`config.mk`:
```
export PLATFORM = sky130hd
export DESIGN_NAME = axi_tdd_ng_multiwin_channel
export DESIGN_NICKNAME = d
export VERILOG_FILES = /design/src/rtl/axi_tdd_ng_multiwin_channel.sv
export SDC_FILE = /design/constraint.sdc
export NUM_CORES = 1
export LEC_CHECK = 0
export BUFFER_PORTS_ARGS = -buffer_cell sky130_fd_sc_hd__buf_2
export CAP_MARGIN = 20
export CORE_AREA = 2 2 120 122
export CTS_CLUSTER_SIZE = 14
export DETAILED_ROUTE_END_ITERATION = 12
export DIE_AREA = 0 0 122 124
export PLACE_DENSITY = 0.69
export SLEW_MARGIN = 30
export SYNTH_ARGS = -nofsm -noshare
export SYNTH_HDL_FRONTEND = slang
export SYNTH_SLANG_ARGS = --single-unit
export TNS_END_PERCENT = 50
```
`constraint.sdc`:
```
create_clock -name clk -period 3.6 [get_ports clk]
set_input_delay 0.9 -clock clk [delete_from_list [all_inputs] [get_ports clk]]
set_output_delay 0.9 -clock clk [all_outputs]
set_load 0.005 [all_outputs]
```
`src/rtl/axi_tdd_ng_multiwin_channel.sv`:
```
// TDD channel gate with NUM_WIN on/off windows per frame, a frame decimator and a registered polarity output.
// Define AXI_TDD_NG_CH_PULSE_CNT_EN to add the saturating pulse_count output.

package axi_tdd_ng_pkg;
    typedef enum logic [1:0] {
        IDLE    = 2'b00,
        ARMED   = 2'b01,
        WAITING = 2'b10,
        RUNNING = 2'b11
    } state_t;
endpackage

module axi_tdd_ng_multiwin_channel
    import axi_tdd_ng_pkg::*;
#(
    parameter logic DEFAULT_POLARITY = 1'b0,
    parameter int   REGISTER_WIDTH   = 32,
    parameter int   NUM_WIN          = 4,
    parameter int   FDIV_WIDTH       = 8
) (
    input  logic                              clk,
    input  logic                              resetn,
    input  logic [REGISTER_WIDTH-1:0]         tdd_counter,
    input  state_t                            tdd_cstate,
    input  logic                              tdd_enable,
    input  logic                              tdd_endof_frame,
    input  logic                              ch_en,
    input  logic                              ch_pol,
    input  logic [NUM_WIN-1:0]                win_en,
    input  logic [NUM_WIN*REGISTER_WIDTH-1:0] t_high,
    input  logic [NUM_WIN*REGISTER_WIDTH-1:0] t_low,
    input  logic [FDIV_WIDTH-1:0]             frame_div,
    output logic                              out,
    output logic                              frame_active
`ifdef AXI_TDD_NG_CH_PULSE_CNT_EN
    ,
    output logic [31:0]                       pulse_count
`endif
);

    logic                  tdd_ch_en_q, tdd_ch_en_d;
    logic [NUM_WIN-1:0]    win_en_q, win_en_d;
    logic [FDIV_WIDTH-1:0] frame_cnt_q, frame_cnt_d;
    logic                  frame_active_q, frame_active_d;
    logic                  tdd_ch_set_q, tdd_ch_set_d;
    logic                  tdd_ch_rst_q, tdd_ch_rst_d;
    logic                  out_q, out_d;
    logic                  ch_act_s;
    logic                  last_frame_s;

    // Config shadow: mid-frame changes only land on a frame boundary
    always_comb begin
        tdd_ch_en_d = tdd_ch_en_q;
        win_en_d    = win_en_q;
        case (tdd_cstate)
            IDLE: begin
                tdd_ch_en_d = 1'b0;
                win_en_d    = {NUM_WIN{1'b0}};
            end
            ARMED: begin
                tdd_ch_en_d = ch_en;
                win_en_d    = win_en;
            end
            default: begin
                if (tdd_endof_frame) begin
                    tdd_ch_en_d = ch_en;
                    win_en_d    = win_en;
                end else begin
                    tdd_ch_en_d = tdd_ch_en_q;
                    win_en_d    = win_en_q;
                end
            end
        endcase
    end

    // Frame decimator; frame_active is precomputed so it is valid on the first cycle of a frame
    always_comb begin
        last_frame_s = (frame_div <= FDIV_WIDTH'(1)) ||
                       (frame_cnt_q == (frame_div - FDIV_WIDTH'(1)));
        frame_cnt_d  = frame_cnt_q;
        if ((tdd_cstate == IDLE) || (tdd_cstate == ARMED)) begin
            frame_cnt_d = {FDIV_WIDTH{1'b0}};
        end else if (tdd_endof_frame) begin
            frame_cnt_d = last_frame_s ? {FDIV_WIDTH{1'b0}} : (frame_cnt_q + FDIV_WIDTH'(1));
        end else begin
            frame_cnt_d = frame_cnt_q;
        end
        frame_active_d = (frame_cnt_d == {FDIV_WIDTH{1'b0}});
    end

    // Stage 1: per-window threshold compare merged across windows
    always_comb begin
        tdd_ch_set_d = 1'b0;
        tdd_ch_rst_d = tdd_endof_frame;
        for (int i = 0; i < NUM_WIN; i++) begin
            tdd_ch_set_d = tdd_ch_set_d | ((tdd_cstate == RUNNING) & win_en_q[i] &
                           (tdd_counter == t_high[i*REGISTER_WIDTH +: REGISTER_WIDTH]));
            tdd_ch_rst_d = tdd_ch_rst_d | ((tdd_cstate == RUNNING) & win_en_q[i] &
                           (tdd_counter == t_low[i*REGISTER_WIDTH +: REGISTER_WIDTH]));
        end
    end

    // Stage 2: reset beats set, so t_high==t_low never produces a pulse
    always_comb begin
        ch_act_s = tdd_ch_en_q & frame_active_q;
        if (!ch_act_s || tdd_ch_rst_q) begin
            out_d = ch_pol;
        end else if (tdd_ch_set_q) begin
            out_d = ~ch_pol;
        end else begin
            out_d = out_q;
        end
    end

    // State registers, frozen while tdd_enable is low
    always_ff @(posedge clk) begin
        if (!resetn) begin
            tdd_ch_en_q    <= 1'b0;
            win_en_q       <= {NUM_WIN{1'b0}};
            frame_cnt_q    <= {FDIV_WIDTH{1'b0}};
            frame_active_q <= 1'b0;
            tdd_ch_set_q   <= 1'b0;
            tdd_ch_rst_q   <= 1'b0;
            out_q          <= DEFAULT_POLARITY;
        end else if (tdd_enable) begin
            tdd_ch_en_q    <= tdd_ch_en_d;
            win_en_q       <= win_en_d;
            frame_cnt_q    <= frame_cnt_d;
            frame_active_q <= frame_active_d;
            tdd_ch_set_q   <= tdd_ch_set_d;
            tdd_ch_rst_q   <= tdd_ch_rst_d;
            out_q          <= out_d;
        end
    end

    assign out          = out_q;
    assign frame_active = frame_active_q;

`ifdef AXI_TDD_NG_CH_PULSE_CNT_EN
    logic [31:0] pulse_cnt_q, pulse_cnt_d;

    // Count idle-to-active transitions of out, saturating
    always_comb begin
        pulse_cnt_d = pulse_cnt_q;
        if (tdd_cstate == ARMED) begin
            pulse_cnt_d = 32'd0;
        end else if ((out_q == ch_pol) && (out_d == ~ch_pol) && (pulse_cnt_q != 32'hFFFF_FFFF)) begin
            pulse_cnt_d = pulse_cnt_q + 32'd1;
        end else begin
            pulse_cnt_d = pulse_cnt_q;
        end
    end

    // Pulse counter register
    always_ff @(posedge clk) begin
        if (!resetn) begin
            pulse_cnt_q <= 32'd0;
        end else if (tdd_enable) begin
            pulse_cnt_q <= pulse_cnt_d;
        end
    end

    assign pulse_count = pulse_cnt_q;
`endif

endmodule

```
==> results.md <==
- GP Congestion: 0.902
- Power Total: 1.04 mW
- VDD IR max: 139 uV
- H-tree Lvls: 1
- Hold depth: 2
- Vias in the first global route: 4824
- Crit path DAT: 2.91 ns
- Initial Util: 31.2%
- Core area: 13700 um^2
- Area grow syn2layout: 38.7%
- Antenna-violating nets left: 0
- Clk_skew: 0.00358 ns
- Die X: 122 um
- Adder-Cell Fraction of Synth Area: 0.876%
- Tcrit/Tclk final: 75.5%
- Clock sink count: 17
- Post-CTS setup buffer count: 0
- Crit start category: input pin
- Leakage power: 2.57 nW
- RSZ-0062 raised after global routing: false
- Hold-fix buffers at CTS: 0
- Latest clock arrival within the worst-skew pair: 0.25 ns
- HP Start: win_en_q[0]$_SDFFE_PN0P_
- Most frequent cells in the layout: buf_2, xnor2_1, xor2_1, nand4_1, nor4_1
- Fraction of the yosys area taken by sequential cells: 7.94%
- CTS Root Cell: clkbuf_16
- Hold Fails Final Rpt: 0
- Global-route wire length before repair: 27800 um
- Num rows: 43
- WL final: 20500 um
- Mapped Area: 4280 um^2
- Ys async rst share: 0%
- CP max FO: 13
- Setup TNS: 0 ns
- Setup Viol. Count Final: 0
- Pins Over Slew Limit: 0
- Endpoint, Worst Hold: win_en_q[0]$_SDFFE_PN0P_
- Post-synth top flop: dfxtp_1
- R2R setup slack: 1.45 ns
- GRT Total Usage: 25.3%
- Routed WL per cell: 20.4 um
- Hold Crit Class: reg2reg
- Syn nets: 861
- # Max-Cap Violations: 0
- Antenna violations before repair: 1
- Tightest Pin Transition: 0.600 ns
- Largest family of logic cells by synthesized area: XOR/XNOR gates
- Drt drc: 0
- Via density: 5.05
- Required @ worst endpoint: 3.79 ns
- CTS tree: done
- Router iterations before antenna repair: 5
- Xor/xnor share of the synthesized area: 54.9%
- Worst R2R Start: frame_cnt_q[6]$_SDFFE_PN0P_
- Post-cts resize count: 0
- Remaining global-route overflow: 0
- CTS Buffer Depth: 2
- Max Fclk: 368 MHz
- Syn avg cell area: 7.79 um^2
- Simple-gate area share of the yosys netlist: 23.6%
- Filler cells: 1462
- Largest net degree at the start of global routing: 25
- Yosys reg bits: 17
- Max-Slew Margin vs Limit: 59.9%
- Synth cell types: 48
- Ratio of cells with drive above 1 in the final layout: 39.7%
- Layout Nets: 1136
- Worst hold margin: 0.484 ns
- DIE AREA: 15100 um^2
- Compound-cell area share of the yosys netlist: 6.63%
- Detailed Place HPWL: 17500 um
- Post-synth EDFFs: 0
- Die height: 124 um
- Reg clk slew, reported paths: 0.05 ns
- Worst R2R End: frame_active$_SDFFE_PN0P_
- Vias: 5089
- Worst Reg2Reg Path Length in Cells: 6
- Critical path class: in2reg
- CTS Buf Count: 3
- DRT iter0 DRCs: 351
- Buffers on Ports: 309
- Final min period: 2.72 ns
- # IOs: 310
- Crit end category: register
- Status: complete, no violations
- Mux contribution to synthesized area: 0%
- Mapped Cells: 550
- Warning count from the yosys run: 0
- Most common cell after layout, fill and taps aside: buf_2
- Pwr Density: 174 nW/um^2
[layout make-up]
type                    instances  area (um^2)  share of cell area (%)
multi-input cells             483         3680                    62.0
repair buffers                314         1580                    26.7
flip-flops and latches         17          340                    5.73
well taps                     180          225                    3.79
clock buffers                   3         75.1                    1.26
inverters                       6         22.5                   0.379
diodes                          3         7.51                   0.126
clock inverters                 1         5.00                  0.0842
[through the flow]
step | util [%] | std cells | cell area [um^2] | setup slack, ns
after CTS | 43.3 | 1004 | 5940 | 0.900
after floorplan | - | 550 | 4280 | 0.991
after detailed placement | 42.7 | 1000 | 5860 | 0.650
after global routing | 43.3 | 1005 | 5940 | 0.762
after global placement | 42.7 | 1000 | 5860 | 0.686
final | 43.3 | 1007 | 5940 | 0.881
[synth_stat cells (2+ instances only)]
cell        n  share of area, %
buf_1       3              0.26
xor2_1    129                26
clkbuf_8    5               1.6
or4_1       3              0.53
o211ai_2    2              0.58
nor2b_1     4              0.58
a21oi_1    10               1.2
inv_1       6              0.53
xnor2_1   137                28
nor2_1     15               1.3
and3_1      4              0.58
nand2_1     7              0.61
a31oi_1    10               1.5
buf_4       2              0.35
o21ai_0     7              0.82
ha_1        3              0.88
o41ai_1     2              0.41
nand2b_1    7               1.0
nand4_1    45               6.6
dfxtp_1    17               7.9
nor3b_1    10               1.8
clkbuf_1   32               2.8
nand3_1    21               2.5
nor4_1     34               5.0
nor3_1     12               1.4
[routing by layer]
layer / vias to the layer above / wire, um / global-route usage [%]
met3: 31 / 1580 / 2.24
li1: 2452 / - / -
met2: 280 / 10600 / 46.5
met5: - / 0 / 0
met4: 0 / 623 / 8.33
met1: 2326 / 7740 / 30.9
[power breakdown]
group          switching (mW)  internal (mW)
Sequential            0.00532          0.195
Clock                  0.0747          0.149
Combinational           0.305          0.308
[worst max-delay path, cell delays in order]
cell	delay, ns
buf_2	0.12
or3_4	0.40
or4b_4	0.54
a211oi_2	0.24
o211ai_2	0.30
a31oi_1	0.26
o21a_1	0.14
[sequential cells by signal, summed over array words and instances (netlist names)]
register,flops
frame_active,1
frame_cnt_q,8
out,1
tdd_ch_en_q,1
tdd_ch_rst_q,1
tdd_ch_set_q,1
win_en_q,4
[logic make-up after synthesis]
group / after synthesis
xor gates and xnor gates: 267
AOI/OAI and AO/OA: 42
and+or+nand+nor: 171
DFF: 17
buffers and inverters: 50
adders and majority gates: 3
[worst max path at each step]
| stage | end | slack, ns | start | cells past startpoint |
|---|---|---|---|---|
| floorplan | frame_cnt_q[4]$_SDFFE_PN0P_ | 0.99 | frame_div[2] | 7 |
| global placement | frame_active$_SDFFE_PN0P_ | 0.69 | frame_div[2] | 7 |
| detailed placement | frame_active$_SDFFE_PN0P_ | 0.65 | frame_div[2] | 7 |
| CTS | frame_active$_SDFFE_PN0P_ | 0.90 | frame_div[2] | 7 |
| global route | frame_active$_SDFFE_PN0P_ | 0.76 | frame_div[2] | 7 |
| finish | frame_active$_SDFFE_PN0P_ | 0.88 | frame_div[2] | 7 |
Note: power is estimated with default switching activity, not from simulation.
